`src/rtl/lt_spi_pkg.sv`:
```
// Shared definitions for the SPI burst register bank.
//   - Command word layout: CMD_W bits, bit CMD_WR_BIT selects write, low ADDR_W bits are the start address.
//   - FSM state encodings, kept as plain localparam constants so older tools can consume them.
// Configuration macro recognised by the design: LT_SPI_ATOMIC_EN (S_COMMIT is only reachable when it is defined).
package lt_spi_pkg;

    localparam int CMD_W      = 8;
    localparam int CMD_WR_BIT = 7;
    localparam int ADDR_W     = 7;

    typedef logic [1:0] state_t;

    localparam state_t S_IDLE   = 2'd0;
    localparam state_t S_CMD    = 2'd1;
    localparam state_t S_DATA   = 2'd2;
    localparam state_t S_COMMIT = 2'd3;

endpackage

```
`src/rtl/lt_spi_burst_regbank_if.sv`:
```
// SPI pin bundle between a host (master) and the register bank (slave).
//   MySPI_clk  SPI clock, mode 0
//   MySPI_cs   chip select, active low
//   MySPI_sdi  serial data towards the slave, MSB first
//   MySPI_sdo  serial data from the slave, MSB first
interface lt_spi_burst_regbank_if;

    logic MySPI_clk;
    logic MySPI_cs;
    logic MySPI_sdi;
    logic MySPI_sdo;

    modport slave  (input  MySPI_clk, input  MySPI_cs, input  MySPI_sdi, output MySPI_sdo);
    modport master (output MySPI_clk, output MySPI_cs, output MySPI_sdi, input  MySPI_sdo);

endinterface

```
`src/rtl/lt_spi_sync_edge.sv`:
```
// Two-flop synchroniser for an asynchronous single-bit input with one-cycle edge pulses.
//   clk_i   system clock
//   rst_i   asynchronous active-high reset (flops load RST_VAL)
//   d_i     asynchronous input
//   rise_o  one-cycle pulse after the synchronised input goes 0->1
//   fall_o  one-cycle pulse after the synchronised input goes 1->0
// RST_VAL should match the idle level of the input so that leaving reset produces no edge.
module lt_spi_sync_edge #(
    parameter logic RST_VAL = 1'b0
) (
    input  logic clk_i,
    input  logic rst_i,
    input  logic d_i,
    output logic rise_o,
    output logic fall_o
);

    logic [1:0] sync_q;
    logic       prev_q;

    // Synchroniser chain plus one delayed copy for edge detection.
    always_ff @(posedge clk_i or posedge rst_i) begin
        if (rst_i) begin
            sync_q <= {RST_VAL, RST_VAL};
            prev_q <= RST_VAL;
        end else begin
            sync_q <= {sync_q[0], d_i};
            prev_q <= sync_q[1];
        end
    end

    assign rise_o =  sync_q[1] & ~prev_q;
    assign fall_o = ~sync_q[1] &  prev_q;

endmodule

```
`src/rtl/lt_spi_burst_regbank.sv`:
```
// SPI mode-0 slave register bank with auto-incrementing burst access.
//   theClock   system clock (>= 4x SPI clock)
//   theReset   asynchronous active-high reset
//   spi        SPI pins (slave modport)
//   rw_regs    NUM_RW host-writable registers, reg i at [i*DATA_W +: DATA_W]
//   ro_regs    NUM_RO status inputs, readable at addresses NUM_RW..NUM_RW+NUM_RO-1
//   wr_strobe  one-cycle pulse on bit i when reg i is written
//   frame_err  one-cycle pulse when CS rises in the middle of a word
// Frame: CS low, command {W, A[6:0]}, then DATA_W-bit words; the address advances per word (mod 128).
// Macro LT_SPI_ATOMIC_EN: write words are staged in a shadow copy and applied together in S_COMMIT when CS
// rises; without it every completed word is written straight into the register array.
module lt_spi_burst_regbank
    import lt_spi_pkg::*;
#(
    parameter int DATA_W = 8,
    parameter int NUM_RW = 16,
    parameter int NUM_RO = 8
) (
    input  logic                       theClock,
    input  logic                       theReset,
    lt_spi_burst_regbank_if.slave      spi,
    output logic [NUM_RW*DATA_W-1:0]   rw_regs,
    input  logic [NUM_RO*DATA_W-1:0]   ro_regs,
    output logic [NUM_RW-1:0]          wr_strobe,
    output logic                       frame_err
);

    localparam int          RW_IDX_W = (NUM_RW > 1) ? $clog2(NUM_RW) : 1;
    localparam logic [5:0]  CMD_LAST = 6'(CMD_W - 1);
    localparam logic [5:0]  DAT_LAST = 6'(DATA_W - 1);

    logic               sck_rise_s, sck_fall_s, cs_rise_s, cs_fall_s;
    logic [1:0]         sdi_q;
    logic               sdi_s;

    state_t             state_q, state_d;
    logic [5:0]         bit_cnt_q, bit_cnt_d;
    logic [DATA_W-2:0]  rx_q, rx_d;
    logic [DATA_W-1:0]  tx_q, tx_d;
    logic [ADDR_W-1:0]  addr_q, addr_d;
    logic               wr_q, wr_d;
    logic [DATA_W-1:0]  regs_q [NUM_RW];
    logic [DATA_W-1:0]  regs_d [NUM_RW];
    logic [NUM_RW-1:0]  strobe_q, strobe_d;
    logic               ferr_q, ferr_d;

    logic [DATA_W-1:0]  shift_in_s;
    logic [ADDR_W-1:0]  rd_addr_s;
    logic [DATA_W-1:0]  rd_word_s;
    logic               addr_in_rw_s;
    int                 ro_base_s;

`ifdef LT_SPI_ATOMIC_EN
    logic [DATA_W-1:0]  shadow_q [NUM_RW];
    logic [DATA_W-1:0]  shadow_d [NUM_RW];
    logic [NUM_RW-1:0]  dirty_q, dirty_d;
`endif

    lt_spi_sync_edge #(.RST_VAL(1'b0)) u_sck_sync (
        .clk_i(theClock), .rst_i(theReset), .d_i(spi.MySPI_clk), .rise_o(sck_rise_s), .fall_o(sck_fall_s)
    );

    lt_spi_sync_edge #(.RST_VAL(1'b1)) u_cs_sync (
        .clk_i(theClock), .rst_i(theReset), .d_i(spi.MySPI_cs), .rise_o(cs_rise_s), .fall_o(cs_fall_s)
    );

    // sdi needs the same two-flop latency as the clock path so the bit lines up with the rise pulse.
    always_ff @(posedge theClock or posedge theReset) begin
        if (theReset) begin
            sdi_q <= 2'b00;
        end else begin
            sdi_q <= {sdi_q[0], spi.MySPI_sdi};
        end
    end

    assign sdi_s        = sdi_q[1];
    assign shift_in_s   = {rx_q, sdi_s};
    assign addr_in_rw_s = (int'(addr_q) < NUM_RW);

    // Address whose contents are loaded into tx at the next word boundary.
    always_comb begin
        if (state_q == S_CMD) begin
            rd_addr_s = shift_in_s[ADDR_W-1:0];
        end else begin
            rd_addr_s = addr_q + 7'd1;
        end
    end

    // Read mux: RW registers, then status inputs, zero beyond the populated range.
    always_comb begin
        rd_word_s = '0;
        ro_base_s = (int'(rd_addr_s) - NUM_RW) * DATA_W;
        if (int'(rd_addr_s) < NUM_RW) begin
            rd_word_s = regs_q[rd_addr_s[RW_IDX_W-1:0]];
        end else if (int'(rd_addr_s) < NUM_RW + NUM_RO) begin
            rd_word_s = ro_regs[ro_base_s +: DATA_W];
        end else begin
            rd_word_s = '0;
        end
    end

    // Frame FSM, shift registers, address counter and register writes.
    always_comb begin
        state_d   = state_q;
        bit_cnt_d = bit_cnt_q;
        rx_d      = rx_q;
        tx_d      = tx_q;
        addr_d    = addr_q;
        wr_d      = wr_q;
        regs_d    = regs_q;
        strobe_d  = '0;
        ferr_d    = 1'b0;
`ifdef LT_SPI_ATOMIC_EN
        shadow_d  = shadow_q;
        dirty_d   = dirty_q;
`endif
        case (state_q)
            S_IDLE: begin
                if (cs_fall_s) begin
                    state_d   = S_CMD;
                    bit_cnt_d = 6'd0;
                    tx_d      = '0;
                end else begin
                    state_d   = S_IDLE;
                end
            end
            S_CMD: begin
                if (cs_rise_s) begin
                    state_d = S_IDLE;
                    ferr_d  = (bit_cnt_q != 6'd0);
                end else if (sck_rise_s) begin
                    rx_d = shift_in_s[DATA_W-2:0];
                    if (bit_cnt_q == CMD_LAST) begin
                        wr_d      = shift_in_s[CMD_WR_BIT];
                        addr_d    = shift_in_s[ADDR_W-1:0];
                        tx_d      = rd_word_s;
                        bit_cnt_d = 6'd0;
                        state_d   = S_DATA;
                    end else begin
                        bit_cnt_d = bit_cnt_q + 6'd1;
                    end
                end else begin
                    state_d = S_CMD;
                end
            end
            S_DATA: begin
                if (cs_rise_s) begin
                    ferr_d  = (bit_cnt_q != 6'd0);
`ifdef LT_SPI_ATOMIC_EN
                    state_d = S_COMMIT;
`else
                    state_d = S_IDLE;
`endif
                end else if (sck_rise_s) begin
                    rx_d = shift_in_s[DATA_W-2:0];
                    if (bit_cnt_q == DAT_LAST) begin
                        if (wr_q && addr_in_rw_s) begin
`ifdef LT_SPI_ATOMIC_EN
                            shadow_d[addr_q[RW_IDX_W-1:0]] = shift_in_s;
                            dirty_d[addr_q[RW_IDX_W-1:0]]  = 1'b1;
`else
                            regs_d[addr_q[RW_IDX_W-1:0]]   = shift_in_s;
                            strobe_d[addr_q[RW_IDX_W-1:0]] = 1'b1;
`endif
                        end else begin
                            strobe_d = '0;
                        end
                        addr_d    = addr_q + 7'd1;
                        tx_d      = rd_word_s;
                        bit_cnt_d = 6'd0;
                    end else begin
                        bit_cnt_d = bit_cnt_q + 6'd1;
                    end
                end else if (sck_fall_s && (bit_cnt_q != 6'd0)) begin
                    // The fall right after a word boundary must keep the freshly loaded MSB on sdo.
                    tx_d = {tx_q[DATA_W-2:0], 1'b0};
                end else begin
                    state_d = S_DATA;
                end
            end
`ifdef LT_SPI_ATOMIC_EN
            S_COMMIT: begin
                for (int i = 0; i < NUM_RW; i++) begin
                    if (dirty_q[i]) begin
                        regs_d[i] = shadow_q[i];
                    end else begin
                        regs_d[i] = regs_q[i];
                    end
                end
                strobe_d = dirty_q;
                dirty_d  = '0;
                state_d  = S_IDLE;
            end
`endif
            default: begin
                state_d = S_IDLE;
            end
        endcase
    end

    // State and datapath registers.
    always_ff @(posedge theClock or posedge theReset) begin
        if (theReset) begin
            state_q   <= S_IDLE;
            bit_cnt_q <= 6'd0;
            rx_q      <= '0;
            tx_q      <= '0;
            addr_q    <= '0;
            wr_q      <= 1'b0;
            regs_q    <= '{default: '0};
            strobe_q  <= '0;
            ferr_q    <= 1'b0;
        end else begin
            state_q   <= state_d;
            bit_cnt_q <= bit_cnt_d;
            rx_q      <= rx_d;
            tx_q      <= tx_d;
            addr_q    <= addr_d;
            wr_q      <= wr_d;
            regs_q    <= regs_d;
            strobe_q  <= strobe_d;
            ferr_q    <= ferr_d;
        end
    end

`ifdef LT_SPI_ATOMIC_EN
    // Shadow copy and dirty mask for frame-atomic updates.
    always_ff @(posedge theClock or posedge theReset) begin
        if (theReset) begin
            shadow_q <= '{default: '0};
            dirty_q  <= '0;
        end else begin
            shadow_q <= shadow_d;
            dirty_q  <= dirty_d;
        end
    end
`endif

    for (genvar g = 0; g < NUM_RW; g++) begin : g_pack
        assign rw_regs[g*DATA_W +: DATA_W] = regs_q[g];
    end

    assign wr_strobe     = strobe_q;
    assign frame_err     = ferr_q;
    assign spi.MySPI_sdo = tx_q[DATA_W-1];

endmodule

```
`src/flat_wrapper.sv`:
```
// flat-port wrapper written by rule: the top's interface ports become plain ports
module lt_spi_burst_regbank_flat import lt_spi_pkg::*;
#(
    parameter int DATA_W = 8,
    parameter int NUM_RW = 16,
    parameter int NUM_RO = 8
)
  (theClock, theReset, rw_regs, ro_regs, wr_strobe, frame_err, spi_MySPI_clk, spi_MySPI_cs, spi_MySPI_sdi, spi_MySPI_sdo);
  lt_spi_burst_regbank_if spi_i ();
  input  logic theClock;
  input  logic theReset;
  output logic [NUM_RW*DATA_W-1:0] rw_regs;
  input  logic [NUM_RO*DATA_W-1:0] ro_regs;
  output logic [NUM_RW-1:0] wr_strobe;
  output logic frame_err;
  input wire logic [$bits(spi_i.MySPI_clk)-1:0] spi_MySPI_clk;
  input wire logic [$bits(spi_i.MySPI_cs)-1:0] spi_MySPI_cs;
  input wire logic [$bits(spi_i.MySPI_sdi)-1:0] spi_MySPI_sdi;
  output wire logic [$bits(spi_i.MySPI_sdo)-1:0] spi_MySPI_sdo;
  assign spi_i.MySPI_clk = spi_MySPI_clk;
  assign spi_i.MySPI_cs = spi_MySPI_cs;
  assign spi_i.MySPI_sdi = spi_MySPI_sdi;
  assign spi_MySPI_sdo = spi_i.MySPI_sdo;
  lt_spi_burst_regbank #(.DATA_W(DATA_W), .NUM_RW(NUM_RW), .NUM_RO(NUM_RO)) u_core (.theClock(theClock), .theReset(theReset), .spi(spi_i), .rw_regs(rw_regs), .ro_regs(ro_regs), .wr_strobe(wr_strobe), .frame_err(frame_err));
endmodule
```
`config.mk`:
```
export PLATFORM = sky130hd
export DESIGN_NAME = lt_spi_burst_regbank_flat
export DESIGN_NICKNAME = d
export VERILOG_FILES = /design/src/rtl/lt_spi_pkg.sv /design/src/rtl/lt_spi_burst_regbank_if.sv /design/src/rtl/lt_spi_sync_edge.sv /design/src/rtl/lt_spi_burst_regbank.sv /design/src/flat_wrapper.sv
export SDC_FILE = /design/constraint.sdc
export NUM_CORES = 1
export LEC_CHECK = 0
export ABC_AREA = 0
export CELL_PAD_IN_SITES_DETAIL_PLACEMENT = 1
export CELL_PAD_IN_SITES_GLOBAL_PLACEMENT = 1
export CORE_MARGIN = 5
export CORE_UTILIZATION = 40
export DETAILED_ROUTE_END_ITERATION = 8
export GPL_TIMING_DRIVEN = 0
export PLACE_DENSITY = 0.87
export SETUP_SLACK_MARGIN = 0.15
export SYNTH_ARGS = -nofsm -noshare
export SYNTH_HDL_FRONTEND = slang
export SYNTH_SLANG_ARGS = --single-unit
```
`constraint.sdc`:
```
create_clock -name theClock -period 18.1 [get_ports theClock]
set_clock_uncertainty 0.15 [all_clocks]
set_input_delay 2.715 -clock theClock [delete_from_list [all_inputs] [get_ports theClock]]
set_output_delay 2.715 -clock theClock [all_outputs]
set_load 0.02 [all_outputs]
```
* Word-level counts from Yosys, hierarchy flattened *
Index checks and enable logic that the tools add are counted.

operators by class
  add/sub/neg operators = 3
  magnitude comparators = 8
  equality and inequality tests = 16
  shift operators = 1
  multiplexer cells = 46
  bitwise gates (word level) = 11
  reduce and logical (&&, ||, !) cells = 17

operator list
  cell                                                         number
  bitwise mux 128 bit                                          1
  two-way mux 8 bit                                            12
  two-way mux 16 bit                                           5
  variable part select 64 x 32 -> 8 bit                        1
  two-way mux 7 bit                                            7
  binary-select mux 8 bit (select 4 bit)                       1
  demux 8 bit (select 4 bit)                                   1
  two-way mux 6 bit                                            4
  case mux 8 bit (3 select lines)                              1
  less-than comparator 7 x 5 -> 1 bit (second input constant)  3
  case mux 7 bit (2 select lines)                              1
  two-way mux 2 bit                                            6
  case mux 6 bit (2 select lines)                              1
  greater-or-equal comparator 5 bit (second input constant)    2
  != test 2 x 1 -> 1 bit (second input constant)               5
  inverter 4 -> 5 bit                                          2
  != test 2 bit (second input constant)                        4
  AND reduction 4 bit                                          2
  subtractor 7 x 5 -> 8 bit (second input constant)            1
  adder 7 x 1 -> 7 bit (second input constant)                 1
  AND reduction 7 bit                                          1
  adder 6 x 1 -> 6 bit (second input constant)                 1
  == test 6 x 3 -> 1 bit (second input constant)               1
  case mux 2 bit (3 select lines)                              1
  22 further kinds                                             37

word-level totals
  register bits = 184
  input bits = 69
  output and inout port bits = 146
  word-level logic and storage cells = 131

* Depth between registers and ports, before layout *
  depth after elaboration = 11
  mapped depth = 12

* Modules after synthesis *
A second synthesis with hierarchy kept.

unflattened totals
  cells, all modules = 774
  area total of the unflattened synthesis = 9,238.9 um2

by module, submodules not included
  module                                 instances  cells each  area each (um2)  sequential area each (um2)
  lt_spi_burst_regbank                   1          762         9,047.4          4,454.3
  lt_spi_sync_edge at u_core.u_cs_sync   1          6           97.6             78.8
  lt_spi_sync_edge at u_core.u_sck_sync  1          6           93.8             75.1

* Worst setup path after synthesis *
Ideal clock, no wire load.

  kind = input port to flip-flop
  start point = in ro_regs[8]
  end point = reg u_core.tx_q[0]
  library setup time = 0.122 ns
  data arrival time = 3.544 ns
  data required time = 17.828 ns
  slack = 14.284 ns
  stages = 4
  path buffers = 0
  cells stage by stage = mux4_2 nand2_1 a31oi_1 a32o_1

between the ends
  cells in the longest elaborated chain, start to end = 7

RTL lines
  what                                     RTL line                                                  RTL
  start, declared                          flat_wrapper.sv:13                                        input logic [NUM_RO*DATA_W-1:0] ro_regs;
  variable part select 64 x 32 -> 8 bit *  lt_spi_burst_regbank.sv:96                                rd_word_s = ro_regs[ro_base_s +: DATA_W];
  two-way mux 8 bit *                      lt_spi_burst_regbank.sv:95                                end else if (int'(rd_addr_s) < NUM_RW + NUM_RO) begin
  two-way mux 8 bit *                      lt_spi_burst_regbank.sv:93                                if (int'(rd_addr_s) < NUM_RW) begin
  two-way mux 8 bit *                      lt_spi_burst_regbank.sv:133, lt_spi_burst_regbank.sv:156
  two-way mux 8 bit (on tied branches)     lt_spi_burst_regbank.sv:154, lt_spi_burst_regbank.sv:131
  two-way mux 8 bit (on tied branches)     lt_spi_burst_regbank.sv:147, lt_spi_burst_regbank.sv:128
  case mux 8 bit (3 select lines) *        lt_spi_burst_regbank.sv:117                               case (state_q)
  end signal, assigned                     lt_spi_burst_regbank.sv:217                               tx_q <= tx_d;
  end, declared                            lt_spi_burst_regbank.sv:39                                logic [DATA_W-1:0] tx_q, tx_d;

Every way passes the cells marked *; elsewhere a longest branch is shown, timed or not. The select of a mux whose other input is x is not followed.
A chain may end at the register's enable or synchronous reset.

* Final worst setup path *
  start point = reg u_core.regs_q (netlist bit u_core.rw_regs[49])
  end point = out rw_regs[49]

RTL lines
  what                    RTL line                     RTL
  start, declared         lt_spi_burst_regbank.sv:42   logic [DATA_W-1:0] regs_q [NUM_RW];
  start signal, assigned  lt_spi_burst_regbank.sv:220  regs_q <= regs_d;
  end, declared           flat_wrapper.sv:12           output logic [NUM_RW*DATA_W-1:0] rw_regs;

No word-level cell between the ends.

==> impl_metrics.csv <==
group,metric,value,unit
timing,hold_slack,211,ps
power_and_ir_drop,power.switching,0.741,mW
grt,grt-ovfl-total,0,
power_and_ir_drop,switching_share,0.454,
setup_path,critPathCaptureType,"output port",
timing,slew_violations,0,
setup_path,worstPathRequired,15240,ps
synthesis,synth_mux_area_frac,0.296,
setup_path,path_class,"reg2out",
detailed_routing,route.detailed.drc,0,
detailed_routing,drtPass1Iterations,6,
power_and_ir_drop,p_clk_frac,0.258,
detailed_routing,antenna_left,0,
synthesis,synthArstFlopShare,1.00,
timing,fmax,223,MHz
synthesis,synthCells,723,
detailed_routing,vias,7569,
cells_and_area,antenna_cells,0,
setup_path,worstPathCellList,"clkdlybuf4s50_1",
power_and_ir_drop,pwr-share-comb,0.465,
setup_path,critPathLaunchType,"flop",
placement,port_buffers,214,
timing,max-slew-margin-rel,0.199,
setup_path,cpMaxStageDelayCell,"clkdlybuf4s50_1",
timing,rsz0062_at_grt,"false",
floorplan,design.die.area,26500,um^2
timing,finalCriticalPeriod,4480,ps
floorplan,die_x,163,um
floorplan,fp-row-count,56,
setup_path,regToRegEndpoint,"u_core.tx_q[5]",
cells_and_area,fin_util,0.540,
setup_path,startpoint,"u_core.rw_regs[49]",
clock_network,numCtsBuffers,17,
run,cap_violations,0,
cells_and_area,drive_above_1_share,0.261,
power_and_ir_drop,irDropWorstVdd,0.0000848,V
timing,worstMarginPinSlew,1190,ps
grt,track_usage,0.283,
cells_and_area,finalInstanceArea,12600,um^2
grt,grt_start_max_net_pins,130,
synthesis,ys.flop_type,"dfrtp_1",
cells_and_area,fin_nets,1037,
grt,grt_pass1_vias,8408,
timing,min_period_over_period,0.248,
synthesis,synth_top_family_by_area,"multiplexers",
setup_path,timing.rr.start,"u_core.state_q[1]",
timing,setup_violations,0,
grt,grt_pass1_wl,55400,um
cells_and_area,area_growth_syn_to_layout,34.6,%
floorplan,initial_core_util,0.402,
synthesis,syn_area_per_cell,12.9,um^2
cells_and_area,multiInputGateArea,4400,um^2
setup_path,crit_family,"buffers and inverters",
setup_path,path_depth,1,
synthesis,syn-cell-area,9340,um^2
placement,placed_area,11900,um^2
synthesis,yosysWarnings,0,
synthesis,synth_cell_types,54,
synthesis,yosys.area_share.simple,0.0926,
clock_network,clockBufferDepth,2,
floorplan,die_y,163,um
placement,gp_congestion,0.874,
cells_and_area,layout_common_cells,"clkdlybuf4s50_1, dfrtp_1, mux2_2",
setup_path,critPathCapture,"rw_regs[49]",
cells_and_area,layout.area.seq,4610,um^2
cells_and_area,fill_cells,2364,
power_and_ir_drop,power_density,130,nW/um^2
synthesis,synth-edff-count,0,
floorplan,pin_count,215,
power_and_ir_drop,power_frac_seq,0.277,
clock_network,clk_latency,470,ps
power_and_ir_drop,p_leak,5.76,nW
detailed_routing,routed_via_density,5.87,
floorplan,core,23300,um^2
synthesis,yosysSeqAreaShare,0.493,
run_status,status,"finished clean",
setup_path,critPathMaxFanout,3,
setup_path,reg2reg_slack,14270,ps
synthesis,synth-compound-area-share,0.0639,
synthesis,synth.ff_latch_count,184,
timing,hold_viol,0,
synthesis,synth_adder_area_share,0.0147,
power_and_ir_drop,p_int,0.890,mW
clock_network,cts-root-buf,"clkbuf_16",
detailed_routing,drt_iter0_drc,645,
detailed_routing,wl_per_cell,29.2,um
synthesis,synth-xor-area-share,0.00375,
hold_path,hold_class,"reg2reg",
detailed_routing,wl,37700,um
clock_network,clkSlewWorstSetupHoldPaths,80,ps
setup_path,r2r_cells,10,
clock_network,cts_hold_buffers,0,
clock_network,clock_sinks,184,
timing,finalSetupTns,0,ps
cells_and_area,final_common_cell,"clkdlybuf4s50_1",
clock_network,cts_max_level,4,
placement,hpwl,25200,um
synthesis,syn_nets,803,
setup_path,cp.arrival,1620,ps
setup_path,slowest_delay,740,ps
clock_network,cts-resized-gates,0,
grt,antenna_found_initial,0,
setup_path,worst-path-buf-inv,1,
clock_network,post-cts-setup-buffers,0,
clock_network,cts_tree,"yes",
worst min-delay path by stage:
stage	startpoint	to	slack, ps	cells past startpoint
finish	u_core.u_cs_sync.sync_q[0]	u_core.u_cs_sync.sync_q[1]	210	0
detailed placement	u_core.u_sck_sync.sync_q[0]	u_core.u_sck_sync.sync_q[1]	190	0
floorplan	u_core.sdi_q[0]	u_core.sdi_q[1]	180	0
CTS	u_core.u_cs_sync.sync_q[0]	u_core.u_cs_sync.sync_q[1]	210	0
global placement	u_core.sdi_q[0]	u_core.sdi_q[1]	190	0
global route	u_core.u_cs_sync.sync_q[0]	u_core.u_cs_sync.sync_q[1]	220	0
power by group through the flow:
stage	combinational [mW]	clock, mW	sequential, mW
global placement	0.710	0	0.455
global route	0.788	0.440	0.453
detailed placement	0.729	0	0.457
floorplan	0.488	0	0.451
CTS	0.743	0.422	0.450
finish	0.758	0.422	0.452
sequential cells by signal, summed over array words and instances, names as in the netlist:
register	flops
u_core.addr_q	7
u_core.bit_cnt_q	6
u_core.frame_err	1
u_core.rw_regs	128
u_core.rx_q	7
u_core.sdi_q	2
u_core.state_q	2
u_core.tx_q	8
u_core.u_cs_sync.prev_q	1
u_core.u_cs_sync.sync_q	2
u_core.u_sck_sync.prev_q	1
u_core.u_sck_sync.sync_q	2
u_core.wr_q	1
u_core.wr_strobe	16
metal layers:
metal	vias to the layer above	wire length, um	track usage
met3	114	2380	0.0706
met4	0	1740	0.130
met1	3995	14300	0.337
met2	349	19300	0.483
li1	3111	-	-
met5	-	0	0
synth_stat cells, types with 14 or more instances:
library cell | n | area share
dfrtp_1 | 181 | 0.48
a21oi_1 | 14 | 0.0075
o22ai_1 | 14 | 0.0094
o21ai_0 | 18 | 0.0096
nand2_1 | 56 | 0.023
a31oi_1 | 16 | 0.011
inv_1 | 24 | 0.0096
nor2b_1 | 18 | 0.012
mux2_2 | 139 | 0.17
clkbuf_1 | 27 | 0.011
mux4_2 | 33 | 0.080
mux2i_1 | 43 | 0.046
layout make-up:
cell class | count | share of cell area
clock inverters | 15 | 0.0181
flip-flops and latches | 184 | 0.367
clock buffers | 17 | 0.0338
inverters | 24 | 0.00776
plain buffers | 49 | 0.0192
repair buffers | 215 | 0.173
multi-input cells | 466 | 0.350
well taps | 319 | 0.0318
kinds of logic after synthesis:
logic type                 after synthesis
xor gates and xnor gates                 4
DFF                                    184
adders and majority gates               11
and+or+nand+nor                        144
AOI/OAI and AO/OA                       90
muxes                                  217
buffers and inverters                   73
per-stage QoR:
step / instances / power (mW) / worst slack (ps)
6_report: 1289 / 1.63 / 13620
5_1_grt: 1289 / 1.68 / 13620
4_1_cts: 1289 / 1.62 / 13640
3_5_place_dp: 1257 / 1.19 / 13380
3_3_place_gp: 1256 / 1.17 / 7730
2_1_floorplan: 723 / 0.939 / 10240
(Power assumes the default switching activity.)
